--- src/rtl/rr_stream_mux.sv ---
// rr_stream_mux: N-channel valid/ready stream multiplexer with a registered
// output stage. mode=0 selects the channel given by address; mode=1 arbitrates
// round-robin among requesting channels.
// Optional feature macro: PACKET_LOCK_EN. It adds in_last/out_last and an
// IDLE/LOCKED FSM that keeps the grant on one channel until the final beat of a packet.
module rr_stream_mux #(
  parameter int WIDTH    = 8,
  parameter int CHANNELS = 4,
  parameter int SEL_W    = 2
) (
  input  logic                      clk,
  input  logic                      reset,
  input  logic                      mode,
  input  logic [SEL_W-1:0]          address,
  input  logic [CHANNELS*WIDTH-1:0] in_data,
  input  logic [CHANNELS-1:0]       in_valid,
`ifdef PACKET_LOCK_EN
  input  logic [CHANNELS-1:0]       in_last,
  output logic                      out_last,
`endif
  output logic [CHANNELS-1:0]       in_ready,
  output logic [WIDTH-1:0]          out_data,
  output logic                      out_valid,
  input  logic                      out_ready,
  output logic [SEL_W-1:0]          out_channel
);

  // Output stage and round-robin pointer
  logic [WIDTH-1:0]    r_out_data;
  logic                r_out_valid;
  logic [SEL_W-1:0]    r_out_channel;
  logic [SEL_W-1:0]    r_ptr;

  // Arbitration wires
  logic [CHANNELS-1:0] w_rot;
  int                  w_rr_off;
  int                  w_rr_idx;
  logic [SEL_W-1:0]    w_rr_grant;
  logic [SEL_W-1:0]    w_grant;
  logic                w_grant_ok;
  logic                w_open;
  logic                w_xfer;
  logic [WIDTH-1:0]    w_sel_data;
  logic                w_sel_last;
  logic [CHANNELS-1:0] w_last_in;
  logic                w_locked;
  logic [SEL_W-1:0]    w_lock_ch;
  logic                w_ptr_adv;
  logic [SEL_W-1:0]    w_ptr_nxt;

`ifdef PACKET_LOCK_EN
  typedef enum logic {
    S_IDLE   = 1'b0,
    S_LOCKED = 1'b1
  } state_t;

  state_t           r_state;
  state_t           w_state_nxt;
  logic [SEL_W-1:0] r_lock_ch;
  logic [SEL_W-1:0] w_lock_ch_nxt;
  logic             r_out_last;

  assign w_last_in = in_last;
  assign w_locked  = (r_state == S_LOCKED);
  assign w_lock_ch = r_lock_ch;
  assign out_last  = r_out_last;
`else
  // Without packet locking every beat is a complete packet of its own.
  assign w_last_in = {CHANNELS{1'b1}};
  assign w_locked  = 1'b0;
  assign w_lock_ch = {SEL_W{1'b0}};
`endif

  assign w_open = !r_out_valid || out_ready;
  assign w_xfer = w_open && w_grant_ok;

  // Round-robin search: rotate the request vector so bit 0 is the pointer
  // channel, take the lowest set bit, then map the offset back to a channel.
  always_comb begin
    w_rot    = CHANNELS'({in_valid, in_valid} >> r_ptr);
    w_rr_off = 0;
    for (int i = CHANNELS - 1; i >= 0; i--) begin
      w_rr_off = w_rot[i] ? i : w_rr_off;
    end
    w_rr_idx = int'(r_ptr) + w_rr_off;
    if (w_rr_idx >= CHANNELS) begin
      w_rr_idx = w_rr_idx - CHANNELS;
    end else begin
      w_rr_idx = w_rr_idx;
    end
    w_rr_grant = SEL_W'(w_rr_idx);
  end

  // Grant source: a locked packet overrides both modes.
  always_comb begin
    w_grant = address;
    if (w_locked) begin
      w_grant = w_lock_ch;
    end else if (mode) begin
      w_grant = w_rr_grant;
    end else begin
      w_grant = address;
    end
  end

  // Per-channel view of the granted channel. An out-of-range address matches
  // no channel, so grant_ok stays low and nothing is accepted.
  always_comb begin
    w_grant_ok = 1'b0;
    w_sel_data = {WIDTH{1'b0}};
    w_sel_last = 1'b0;
    for (int k = 0; k < CHANNELS; k++) begin
      w_grant_ok = (w_grant == SEL_W'(k)) ? in_valid[k] : w_grant_ok;
      w_sel_data = (w_grant == SEL_W'(k)) ? in_data[k*WIDTH +: WIDTH] : w_sel_data;
      w_sel_last = (w_grant == SEL_W'(k)) ? w_last_in[k] : w_sel_last;
    end
  end

  // One-hot (or zero) accept toward the producers.
  always_comb begin
    in_ready = {CHANNELS{1'b0}};
    for (int k = 0; k < CHANNELS; k++) begin
      in_ready[k] = w_xfer && (w_grant == SEL_W'(k));
    end
  end

  // Pointer moves past the served channel only when a packet completes in rr mode.
  assign w_ptr_adv = w_xfer && mode && w_sel_last;
  assign w_ptr_nxt = (w_grant == SEL_W'(CHANNELS - 1)) ? {SEL_W{1'b0}} : (w_grant + SEL_W'(1));

  // Round-robin pointer register.
  always_ff @(posedge clk or posedge reset) begin
    if (reset) begin
      r_ptr <= {SEL_W{1'b0}};
    end else if (w_ptr_adv) begin
      r_ptr <= w_ptr_nxt;
    end else begin
      r_ptr <= r_ptr;
    end
  end

  // Output stage: load on accept (replacing any beat taken this cycle), drain otherwise.
  always_ff @(posedge clk or posedge reset) begin
    if (reset) begin
      r_out_valid   <= 1'b0;
      r_out_data    <= {WIDTH{1'b0}};
      r_out_channel <= {SEL_W{1'b0}};
    end else if (w_xfer) begin
      r_out_valid   <= 1'b1;
      r_out_data    <= w_sel_data;
      r_out_channel <= w_grant;
    end else if (out_ready) begin
      r_out_valid   <= 1'b0;
    end else begin
      r_out_valid   <= r_out_valid;
    end
  end

`ifdef PACKET_LOCK_EN
  // Last flag travels with the data beat.
  always_ff @(posedge clk or posedge reset) begin
    if (reset) begin
      r_out_last <= 1'b0;
    end else if (w_xfer) begin
      r_out_last <= w_sel_last;
    end else begin
      r_out_last <= r_out_last;
    end
  end

  // Packet FSM state register.
  always_ff @(posedge clk or posedge reset) begin
    if (reset) begin
      r_state   <= S_IDLE;
      r_lock_ch <= {SEL_W{1'b0}};
    end else begin
      r_state   <= w_state_nxt;
      r_lock_ch <= w_lock_ch_nxt;
    end
  end

  // Packet FSM next state: lock on a non-final beat, release on the final one.
  always_comb begin
    w_state_nxt   = r_state;
    w_lock_ch_nxt = r_lock_ch;
    case (r_state)
      S_IDLE: begin
        if (w_xfer && !w_sel_last) begin
          w_state_nxt   = S_LOCKED;
          w_lock_ch_nxt = w_grant;
        end else begin
          w_state_nxt   = S_IDLE;
        end
      end
      S_LOCKED: begin
        if (w_xfer && w_sel_last) begin
          w_state_nxt = S_IDLE;
        end else begin
          w_state_nxt = S_LOCKED;
        end
      end
      default: begin
        w_state_nxt = S_IDLE;
      end
    endcase
  end
`endif

  assign out_data    = r_out_data;
  assign out_valid   = r_out_valid;
  assign out_channel = r_out_channel;

endmodule

--- config.mk ---
export PLATFORM = sky130hd
export DESIGN_NAME = rr_stream_mux
export DESIGN_NICKNAME = d
export VERILOG_FILES = /design/src/rtl/rr_stream_mux.sv
export SDC_FILE = /design/constraint.sdc
export NUM_CORES = 1
export LEC_CHECK = 0
export CAP_MARGIN = 20
export CORE_MARGIN = 4
export CORE_UTILIZATION = 41
export DETAILED_ROUTE_END_ITERATION = 10
export DONT_BUFFER_PORTS = 1
export SYNTH_ARGS = -nofsm -noshare
export SYNTH_HDL_FRONTEND = slang
export SYNTH_SLANG_ARGS = --single-unit
export TNS_END_PERCENT = 20
--- constraint.sdc ---
create_clock -name clk -period 3.8 [get_ports clk]
set_input_delay 0.19 -clock clk [delete_from_list [all_inputs] [get_ports clk]]
set_output_delay 0.19 -clock clk [all_outputs]
set_load 0.02 [all_outputs]
==> run_results.csv <==
group,metric,value,unit
detailed_routing,drt_wl_total,2870,um
logic_synthesis,syn_nets,182,
detailed_routing,dr_wl_met3,388,um
detailed_routing,drc,0,
setup_path,cpMaxStageDelayCell,"or4_1",
detailed_routing,routed.top_layer,"met4",
logic_synthesis,ys_types,30,
global_routing,grt_pass1_wl,4470,um
finish,drive_gt1_share,15.1,%
outcome,status,"finished clean",
logic_synthesis,ys_seq_area_share,31.3,%
detailed_routing,wl_per_cell,17.2,um
global_routing,overflow,0,
timing,skew,5.25,ps
place,gp_congestion,0.828,
floorplanning,num_rows,17,
logic_synthesis,ys.flop_type,"dfrtp_1",
timing,worst_pin_slew,519,ps
finish,final_cell_mix,"19 x nor2_1, 12 x nand2_1, 12 x dfrtp_1",
setup_path,critical_path_arrival,3380,ps
floorplanning,die_h,58.4,um
floorplanning,core,2320,um2
cts,cts_tree,"done",
setup_path,path_class,"reg -> out",
detailed_routing,wl_met2,1230,um
global_routing,grt_pass1_vias,943,
detailed_routing,vias,968,
detailed_routing,drt_iter0_markers,50,
place,port_buffers,0,
timing,slew_headroom,65.3,%
floorplanning,start_util,44.8,%
timing,min_period_over_period,93.9,%
detailed_routing,antenna_left,0,
timing,fin_crit,3570,ps
cts,cts_made_buffers,3,
power_and_ir_drop,vdd_drop_max,0.000465,V
setup_path,end_kind,"output pin",
setup_path,path_buf_inv,2,
setup_path,max_stage_delay,530,ps
setup_path,start_kind,"register",
place,dp_hpwl,2300,um
detailed_routing,drt-vias-per-instance,5.80,
finish,layout_commonest_cell,"nor2_1",
power_and_ir_drop,leakage,0.507,nW
power_and_ir_drop,p_per_area,964,nW/um2
cts,clkSinkCount,13,
cts,clk_pin_slew_worst_paths,80,ps
finish,nNetsFinal,188,
finish,antenna_cells,0,
logic_synthesis,synth_edf_count,0,
logic_synthesis,yosys_warnings,0,
logic_synthesis,synth_area_per_cell,7.76,um2
timing,finalSetupViolCount,0,
cts,clk-insertion-delay-late,280,ps
setup_path,critPathRequiredTime,3610,ps
global_routing,track_usage,17.5,%
logic_synthesis,synthCells,134,
detailed_routing,wl_met1,1240,um
min_path,hp-class,"in -> reg",
setup_path,crit_family,"compound AO/OA/AOI/OAI gates",
cts,clock_path_buffers,2,
logic_synthesis,synth-seq-cells,13,
cts,htree_levels,1,
floorplanning,die_w,58.4,um
power_and_ir_drop,power,1.11,mW
timing,max_freq,280,MHz
job,maxCapViolCount,0,
timing,finalMaxSlewViolations,0,
global_routing,grt_max_degree,19,
floorplanning,die-area,3410,um2
cts,cts_root_buf,"clkbuf_4",
logic_synthesis,async_flop_share,100,%
floorplanning,pin_count,57,
finish,final_cell_area,1150,um2
place,dpl_cell_area,1080,um2
timing,hold_viol_final,0,
finish,area_delta_synth_final,10.7,%
detailed_routing,dr.pass1.iters,4,
setup_path,path_cells,"or4_1, o2111ai_1, ha_1, xnor2_1, xnor2_1, a21o_1, ha_1, buf_4, a21oi_2, a221oi_2, o21bai_2, buf_4, nor2_4",
logic_synthesis,netlist_area,1040,um2
global_routing,antenna_found_initial,0,
setup_path,path_max_fanout,18,
==> metal layers <==
layer  vias up  global-route usage (%)
met4         0                    4.97
met3         2                    10.1
li1        487                       -
met5         -                       0
met2        61                    23.6
met1       418                    23.5
==> cells in the mapped netlist (3+ instances only) <==
library cell | number | share of area, %
mux2_2 | 3 | 3.2
a221oi_1 | 7 | 5.9
inv_1 | 10 | 3.6
nor2_1 | 20 | 7.2
clkbuf_1 | 7 | 2.5
nand2_1 | 12 | 4.3
o21ai_0 | 10 | 4.8
nor2b_1 | 3 | 1.8
ha_1 | 6 | 7.2
a21oi_1 | 11 | 5.3
nor3_1 | 8 | 3.9
dfrtp_1 | 13 | 31
==> layout make-up <==
class / count / area [um2]
inverter: 10 / 37.5
clock buffer: 4 / 26.3
sequential: 13 / 327
multi-input combinational: 102 / 651
tap: 28 / 35.0
timing repair buffer: 10 / 75.1
fill: 232 / 1170
==> worst paths after layout <==
| path | startpoint | end | slack (ps) | depth (start not counted) |
|---|---|---|---|---|
| worst max register to register | r_ptr[0] | r_ptr[0] | 370 | 13 |
| worst max-delay path | r_ptr[0] | in_ready[2] | 230 | 13 |
| worst min register to register | out_data[6] | out_data[6] | 620 | 2 |
| min in group asynchronous | reset | out_data[1] | 380 | 2 |
| max in group asynchronous | reset | r_ptr[0] | 3050 | 2 |
| worst min-delay path | mode | out_channel[1] | 70 | 2 |
==> kinds of logic (layout without fill, tap and decap cells) <==
logic type / after synthesis / count (layout) / share of synthesized area (%)
compound gates: 39 / 39 / 25.8
xor+xnor: 2 / 2 / 1.69
fa+ha+maj: 6 / 6 / 7.22
buf+inv: 19 / 24 / 7.10
flops: 13 / 13 / 31.3
mux: 5 / 5 / 5.17
simple gates: 50 / 50 / 21.8
==> sequential cells by signal (all words and copies together), names as in the netlist <==
register / flops
out_channel: 2
out_data: 8
out_valid: 1
r_ptr: 2
==> report_power, final <==
group / switching [mW] / total, mW / internal (mW)
logic: 0.394 / 0.696 / 0.301
clock network: 0.0470 / 0.0877 / 0.0407
registers: 0.120 / 0.327 / 0.207
==> repair_timing <==
item,4_1_cts,5_1_grt
buffers inserted,0,4
endpoints found under the setup margin,0,3
resized for setup,0,4
hold buffers,1,0
hold endpoints to repair,13,0
==> stage by stage <==
stage                     hold WS, ps  util, %  setup TNS (ps)  instances  worst slack (ps)
after floorplan                  67.0        -               0        134               508
after global placement            138     46.4               0        158               486
after detailed placement          151     46.4               0        158               348
after CTS                        68.0     48.0               0        163              44.1
after global routing             74.8     49.6           -30.3        167             -20.1
final                            74.4     49.6               0        167               231
No activity file was read; power rests on OpenSTA's default activity.
